===== src/rtl/imem_uart_loader.sv =====
// imem_uart_loader
//   Writer side of the 16-bit CPU's instruction memory. It parses load frames
//   from the UART byte stream:
//     SYNC, ADDR_H, ADDR_L, CNT_H, CNT_L, {D_H, D_L} x CNT, CHK
//   It issues one write per 16-bit word and holds the CPU while a frame is open.
//
// Ports
//   clk        system clock, rising edge
//   reset_n    asynchronous active-low reset
//   rx_data    received byte from uart_rx
//   rx_valid   1-cycle strobe qualifying rx_data
//   wr_en      instruction memory write enable (1-cycle pulse)
//   wr_addr    instruction memory write address
//   wr_data    instruction word to write
//   cpu_hold   high while a frame is in progress
//   load_done  1-cycle pulse: frame complete, checksum good
//   load_err   1-cycle pulse: checksum mismatch or inter-byte timeout
module imem_uart_loader #(
   parameter int          ADDR_W      = 12,
   parameter int          TIMEOUT_CYC = 100000,
   parameter logic [7:0]  SYNC_BYTE   = 8'hA5
) (
   input  logic              clk,
   input  logic              reset_n,
   input  logic [7:0]        rx_data,
   input  logic              rx_valid,
   output logic              wr_en,
   output logic [ADDR_W-1:0] wr_addr,
   output logic [15:0]       wr_data,
   output logic              cpu_hold,
   output logic              load_done,
   output logic              load_err
);

   localparam int TW = $clog2(TIMEOUT_CYC + 1);

   typedef enum logic [2:0] {
      S_IDLE, S_ADDR_H, S_ADDR_L, S_CNT_H, S_CNT_L, S_DATA_H, S_DATA_L, S_CHK
   } state_t;

   state_t        state, state_nxt;
   logic [7:0]    hi_byte;     // high byte of the field being assembled
   logic [15:0]   remaining;   // words still to receive
   logic [7:0]    chk;         // running XOR of bytes after SYNC
   logic [TW-1:0] tmo_cnt;
   logic          timeout;
   logic [15:0]   field;

   assign field    = {hi_byte, rx_data};
   assign cpu_hold = (state != S_IDLE);

   // Fires on the cycle the counter would reach TIMEOUT_CYC; a byte arriving
   // in that same cycle takes priority and suppresses the timeout.
   assign timeout = (state != S_IDLE) && !rx_valid &&
                    (tmo_cnt == TW'(TIMEOUT_CYC - 1));

   always_ff @(posedge clk or negedge reset_n) begin
      if (!reset_n) state <= S_IDLE;
      else          state <= state_nxt;
   end

   always_comb begin
      state_nxt = state;
      if (timeout) begin
         state_nxt = S_IDLE;
      end else if (rx_valid) begin
         case (state)
            S_IDLE:   if (rx_data == SYNC_BYTE) state_nxt = S_ADDR_H;
            S_ADDR_H: state_nxt = S_ADDR_L;
            S_ADDR_L: state_nxt = S_CNT_H;
            S_CNT_H:  state_nxt = S_CNT_L;
            S_CNT_L:  state_nxt = (field != 16'd0) ? S_DATA_H : S_CHK;
            S_DATA_H: state_nxt = S_DATA_L;
            S_DATA_L: state_nxt = (remaining == 16'd1) ? S_CHK : S_DATA_H;
            S_CHK:    state_nxt = S_IDLE;
            default:  state_nxt = S_IDLE;
         endcase
      end
   end

   always_ff @(posedge clk or negedge reset_n) begin
      if (!reset_n) begin
         wr_en     <= 1'b0;
         wr_addr   <= '0;
         wr_data   <= '0;
         load_done <= 1'b0;
         load_err  <= 1'b0;
         hi_byte   <= '0;
         remaining <= '0;
         chk       <= '0;
         tmo_cnt   <= '0;
      end else begin
         wr_en     <= rx_valid && (state == S_DATA_L);
         load_done <= rx_valid && (state == S_CHK) && (rx_data == chk);
         load_err  <= timeout || (rx_valid && (state == S_CHK) && (rx_data != chk));

         if (rx_valid || timeout || state == S_IDLE) tmo_cnt <= '0;
         else                                         tmo_cnt <= tmo_cnt + 1'b1;

         // Post-increment after each write; wraps naturally at 2^ADDR_W.
         // Cannot collide with the ADDR_L load because bytes are never
         // on consecutive cycles.
         if (wr_en) wr_addr <= wr_addr + 1'b1;

         if (rx_valid) begin
            case (state)
               S_IDLE: chk <= '0;
               S_ADDR_H, S_CNT_H, S_DATA_H: begin
                  hi_byte <= rx_data;
                  chk     <= chk ^ rx_data;
               end
               S_ADDR_L: begin
                  wr_addr <= field[ADDR_W-1:0];
                  chk     <= chk ^ rx_data;
               end
               S_CNT_L: begin
                  remaining <= field;
                  chk       <= chk ^ rx_data;
               end
               S_DATA_L: begin
                  wr_data   <= field;
                  remaining <= remaining - 1'b1;
                  chk       <= chk ^ rx_data;
               end
               default: ;
            endcase
         end
      end
   end

endmodule

===== config.mk =====
export PLATFORM = sky130hd
export DESIGN_NAME = imem_uart_loader
export DESIGN_NICKNAME = d
export VERILOG_FILES = /design/src/rtl/imem_uart_loader.sv
export SDC_FILE = /design/constraint.sdc
export NUM_CORES = 1
export LEC_CHECK = 0
export CAP_MARGIN = 40
export CORE_ASPECT_RATIO = 0.9
export CORE_MARGIN = 2
export CORE_UTILIZATION = 61
export CTS_CLUSTER_DIAMETER = 120
export CTS_CLUSTER_SIZE = 16
export DETAILED_ROUTE_END_ITERATION = 10
export MAX_ROUTING_LAYER = met4
export PLACE_DENSITY = 0.95
export SLEW_MARGIN = 20
export SYNTH_ARGS = -nofsm -noshare
export SYNTH_HDL_FRONTEND = slang
export SYNTH_SLANG_ARGS = --single-unit
export TNS_END_PERCENT = 50

===== constraint.sdc =====
create_clock -name clk -period 6 [get_ports clk]
set_clock_uncertainty 0.05 [all_clocks]
set_input_delay 1.2 -clock clk [delete_from_list [all_inputs] [get_ports clk]]
set_output_delay 1.2 -clock clk [all_outputs]
set_load 0.01 [all_outputs]

---- Word-level counts from Yosys, hierarchy flattened ----
Index checks and enable logic that the tools add are counted.
storage, ports and cells
  bits in registers ....................... 83
  input port bits ......................... 11
  output and inout port bits .............. 32
  word-level logic and storage cells ...... 62
operators by class
  $add $sub $neg .......................... 3
  eq/ne operators ......................... 13
  muxes and demuxes ....................... 12
  bitwise logic cells ..................... 1
  reduce and logical (&&, ||, !) cells .... 23
operator list
  cell                     count
  $mux W12                 3
  $pmux W16 S2             1
  $pmux W3 S8              1
  $add A17 B1 Y17 const B  1
  $eq A17 B17 Y1 const B   1
  $mux W17                 1
  $eq A16 B1 Y1 const B    1
  $pmux W8 S2              1
  $reduce_bool A16 Y1      1
  $sub A16 B1 Y16 const B  1
  $add A12 B1 Y12 const B  1
  $eq A3 B3 Y1 const B     4
  $reduce_and A2 Y1        5
  $mux W3                  3
  $eq A8 B8 Y1             1
  $eq A8 B8 Y1 const B     1
  $ne A8 B8 Y1             1
  $xor A8 B8 Y8            1
  $eq A3 B2 Y1 const B     2
  $logic_and A1 B1 Y1      6
  $reduce_bool A2 Y1       3
  $reduce_or A6 Y1         1
  $mux W2                  2
  $eq A3 B1 Y1 const B     1
  other kinds (6)          8

---- Longest topological paths before layout ----
  depth after elaboration ................. 6
  gate-level depth with buffers ........... 8
  gate-level depth less buffers ........... 6

---- Worst setup path before layout ----
OpenSTA, ideal clock, no wires.
  kind .................................... input to register
  from .................................... in rx_valid
  to ...................................... reg remaining[11]
  data arrival time ....................... 2.413 ns
  required time ........................... 5.849 ns
  slack ................................... 3.436 ns
  cell stages on the path ................. 7
  cells stage by stage .................... buf_2 and3b_1 clkbuf_1 nand2_2 clkinv_1 and3_1 nor4_1
on the way
  longest elaborated chain between the ends .. 1
RTL lines
  item                         line  source
  start, declared              26    input logic rx_valid,
  $reduce_and A2 Y1 (no line)  -
  end signal, assigned         117   remaining <= field;
  end signal, assigned         122   remaining <= remaining - 1'b1;
  end, declared                43    logic [15:0] remaining;
No other way between the ends.
A chain may end at the register's enable or synchronous reset.

---- Worst setup path in the final report ----
Same ends and word-level chain as after synthesis.

==> metrics.md <==
| Metric | Value |
|---|---|
| Status | `completed` |
| Synth-to-layout area growth | `15.4%` |
| Hold_buf cts | `0` |
| Max-cap viol count | `0` |
| Filler cell count in the final layout | `490` |
| Setup Buffers After CTS | `0` |
| Worst skew pair latency | `0.36 ns` |
| Vias after detailed routing | `~3800` |
| Worst slew pin tran | `0.701 ns` |
| Post-synthesis cell count | `478` |
| Sequential cell area | `0.00208 sq mm` |
| Layout Utilization | `71.5%` |
| Crit path kind | `input pin to flip-flop` |
| F_max | `about 0.27 GHz` |
| DR pass1 iterations | `5` |
| Synth warn | `0` |
| DRC errors left | `0` |
| Hold Path Class | `flip-flop to flip-flop` |
| Mapped cell area | `0.00432 sq mm` |
| Clock Tree Buf Depth | `2` |
| CP Launch Point | `rx_valid` |
| First-pass GRT wire length | `approximately 18000 um` |
| Slew HR | `53.1%` |
| Total wire length | `10600 um` |
| Fraction of registers with async set/reset | `100%` |
| Final ANT Viol Nets | `0` |
| Reg-to-reg slack, setup | `3.22 ns` |
| Number of global-route vias before repair | `about 3700` |
| H-tree depth | `3` |
| GRT Total Usage | `30.0%` |
| Leakage | `roughly 2.1 nW` |
| Fin. Hold Viols | `0` |
| Most common cell in the synthesized netlist | `nand2_1` |
| I/O pins | `43` |
| Rows | `29` |
| DRT iter0 DRCs | `370` |
| Clk pin slew, worst setup/hold paths | `0.09 ns` |
| Final hold slack | `approximately 0.43 ns` |
| Gp weighted congestion | `0.896` |
| Worst Path Arrival | `3.88 ns` |
| Port Buf Inserts | `between 40 and 50` |
| Power density over cell area | `473 mW/mm^2` |
| R2r startpoint | `state[0]` |
| Sequential share of the synthesized area | `48.1%` |
| Worst-path fanout max | `19` |
| Initial Util | `roughly 62%` |
| NumNets Final | `approximately 520` |
| Post-synth cell types | `52` |
| Final Max Tran Viols | `0` |
| Critical path required time | `6.22 ns` |
| Sink Count | `slightly above 80` |
| Remaining global-route overflow | `0` |
| Initial antenna violation count | `0` |
| Clock period minus worst slack | `3.67 ns` |
| Die X | `92.7 um` |
| Mapped Nets | `493` |
| Chip height | `between 80 and 90 um` |
| RSZ-0062 raised after global routing | `false` |
| Hold_sp | `wr_data[13]` |
| Num CTS Buffers | `9` |
| Number of synthesized flops with an enable pin | `0` |
| Number of synthesized register bits | `83` |
| Post-synth top cells | `nand2_1, dfrtp_1, a21oi_1, nor2_1, clkbuf_1` |
| Multi-input gate area | `0.00210 sq mm` |
| Peak supply drop | `0.245 mV` |
| Ys flop type | `dfrtp_1` |
| Crit path capture type | `flip-flop` |
| Post-CTS sizing | `0` |
| N_diodes | `0` |
| Final setup fails | `0` |
| Clock root cell | `clkbuf_8` |
| CORE AREA | `roughly 0.0070 sq mm` |
| Avg Cell Area, Syn | `9.03 sq um` |
| Die area | `0.00777 sq mm` |
| Detailed placement HPWL | `7020 um` |
| CTS tree | `yes` |
| Yosys top cell by area | `dfrtp_1` |
| Sum of negative setup slack | `0 ns` |
| Largest net degree at the start of global routing | `50` |
| Fraction of layout cells with a size suffix above 1 | `8.30%` |
| Startpoint Class | `input pin` |
| Share of the synthesized area in the top cell type | `48.1%` |
| Wire per inst | `17.7 um` |
| Synth top area cells | `dfrtp_1, nand2_1, a21oi_1, xor2_1, o21ai_0` |
| Crit share post-route | `61.1%` |
| Vias per cell | `between 6 and 7` |
[placed cells by master (no fill, tap or decap), types with 2 or more instances in the layout]
cell type / n
clkinv_2: 2
and4_1: 7
xor2_1: 24
nor4b_1: 2
nand3b_1: 3
and3_1: 4
nor2b_1: 3
clkinvlp_4: 2
mux2_2: 9
or2_2: 2
ha_1: 4
nor3_1: 14
dfrtp_1: 83
clkdlybuf4s50_1: 41
and3b_1: 2
a31o_2: 3
or3_1: 8
inv_1: 6
nand2_1: 87
a21oi_1: 43
and2_1: 2
a2bb2oi_1: 3
mux2i_1: 2
a31oi_1: 2
buf_4: 3
clkbuf_8: 10
o31a_1: 2
nor3b_1: 2
or4_1: 6
xnor2_1: 6
nor4_1: 10
o31ai_1: 2
or4_4: 2
nor2_1: 31
nand3_1: 9
o21ai_0: 25
nand4_1: 9
o22ai_1: 11
[logic make-up after synthesis]
kind of cell | count (synthesis) | share of synthesized area (%)
flip-flops | 83 | 48.1
buffers and inverters | 40 | 3.57
multiplexers | 11 | 2.81
AO/OA/AOI/OAI | 101 | 14.0
adder cells (fa/ha/maj) | 4 | 1.16
XOR/XNOR | 30 | 6.09
AND/OR/NAND/NOR | 209 | 24.3
[worst paths after layout]
check                      cells past startpoint             to
min in group asynchronous                      1     wr_addr[7]
hold reg to reg                                2    wr_data[13]
setup reg to reg                               5  remaining[11]
max in group asynchronous                      2     tmo_cnt[5]
hold / removal                                 2    wr_data[13]
setup / recovery                               6  remaining[11]
[sequential cells by signal, summed over array words and instances (netlist names)]
signal     cells
load_err       1
wr_en          1
load_done      1
state          3
hi_byte        8
chk            8
wr_data       16
wr_addr       12
remaining     16
tmo_cnt       17
[final cells by class]
type,count,area share (%)
Tap cell,93,2.34
Sequential cell,83,41.7
Clock buffer,10,2.76
Multi-Input combinational cell,355,42.2
Clock inverter,6,1.28
Inverter,7,0.527
Timing Repair Buffer,45,9.24
[layer usage]
| layer | track usage [%] | vias to the layer above | wire (um) | share of wire, % |
|---|---|---|---|---|
| met5 | - | - | 0 | 0 |
| met1 | 37.6 | 1814 | 4130 | 39 |
| li1 | - | 1729 | - | - |
| met2 | 46.9 | 228 | 5160 | 49 |
| met4 | 14.0 | 0 | 435 | 4.1 |
| met3 | 6.41 | 43 | 878 | 8.3 |
[critical path: stages]
cell and delay, ns:
clkdlybuf4s50_1 0.72, and3b_1 0.57, nand2_2 0.35, clkinv_1 0.46, and3_1 0.34, nor4_1 0.24
[power by group]
part           internal [mW]  switching [mW]
sequential             0.773           0.270
combinational          0.446           0.458
clock                  0.204           0.207
[stage by stage]
stage	power [mW]	instances	setup WS [ns]	instance area, sq um
floorplan	1.54	478	3.44	4320
global placement	1.86	581	2.08	4750
detailed placement	1.93	583	2.03	4780
CTS	2.35	599	2.40	4980
global route	2.51	599	2.09	4980
finish	2.36	599	2.33	4980
Note: power is estimated with default switching activity, not from simulation.
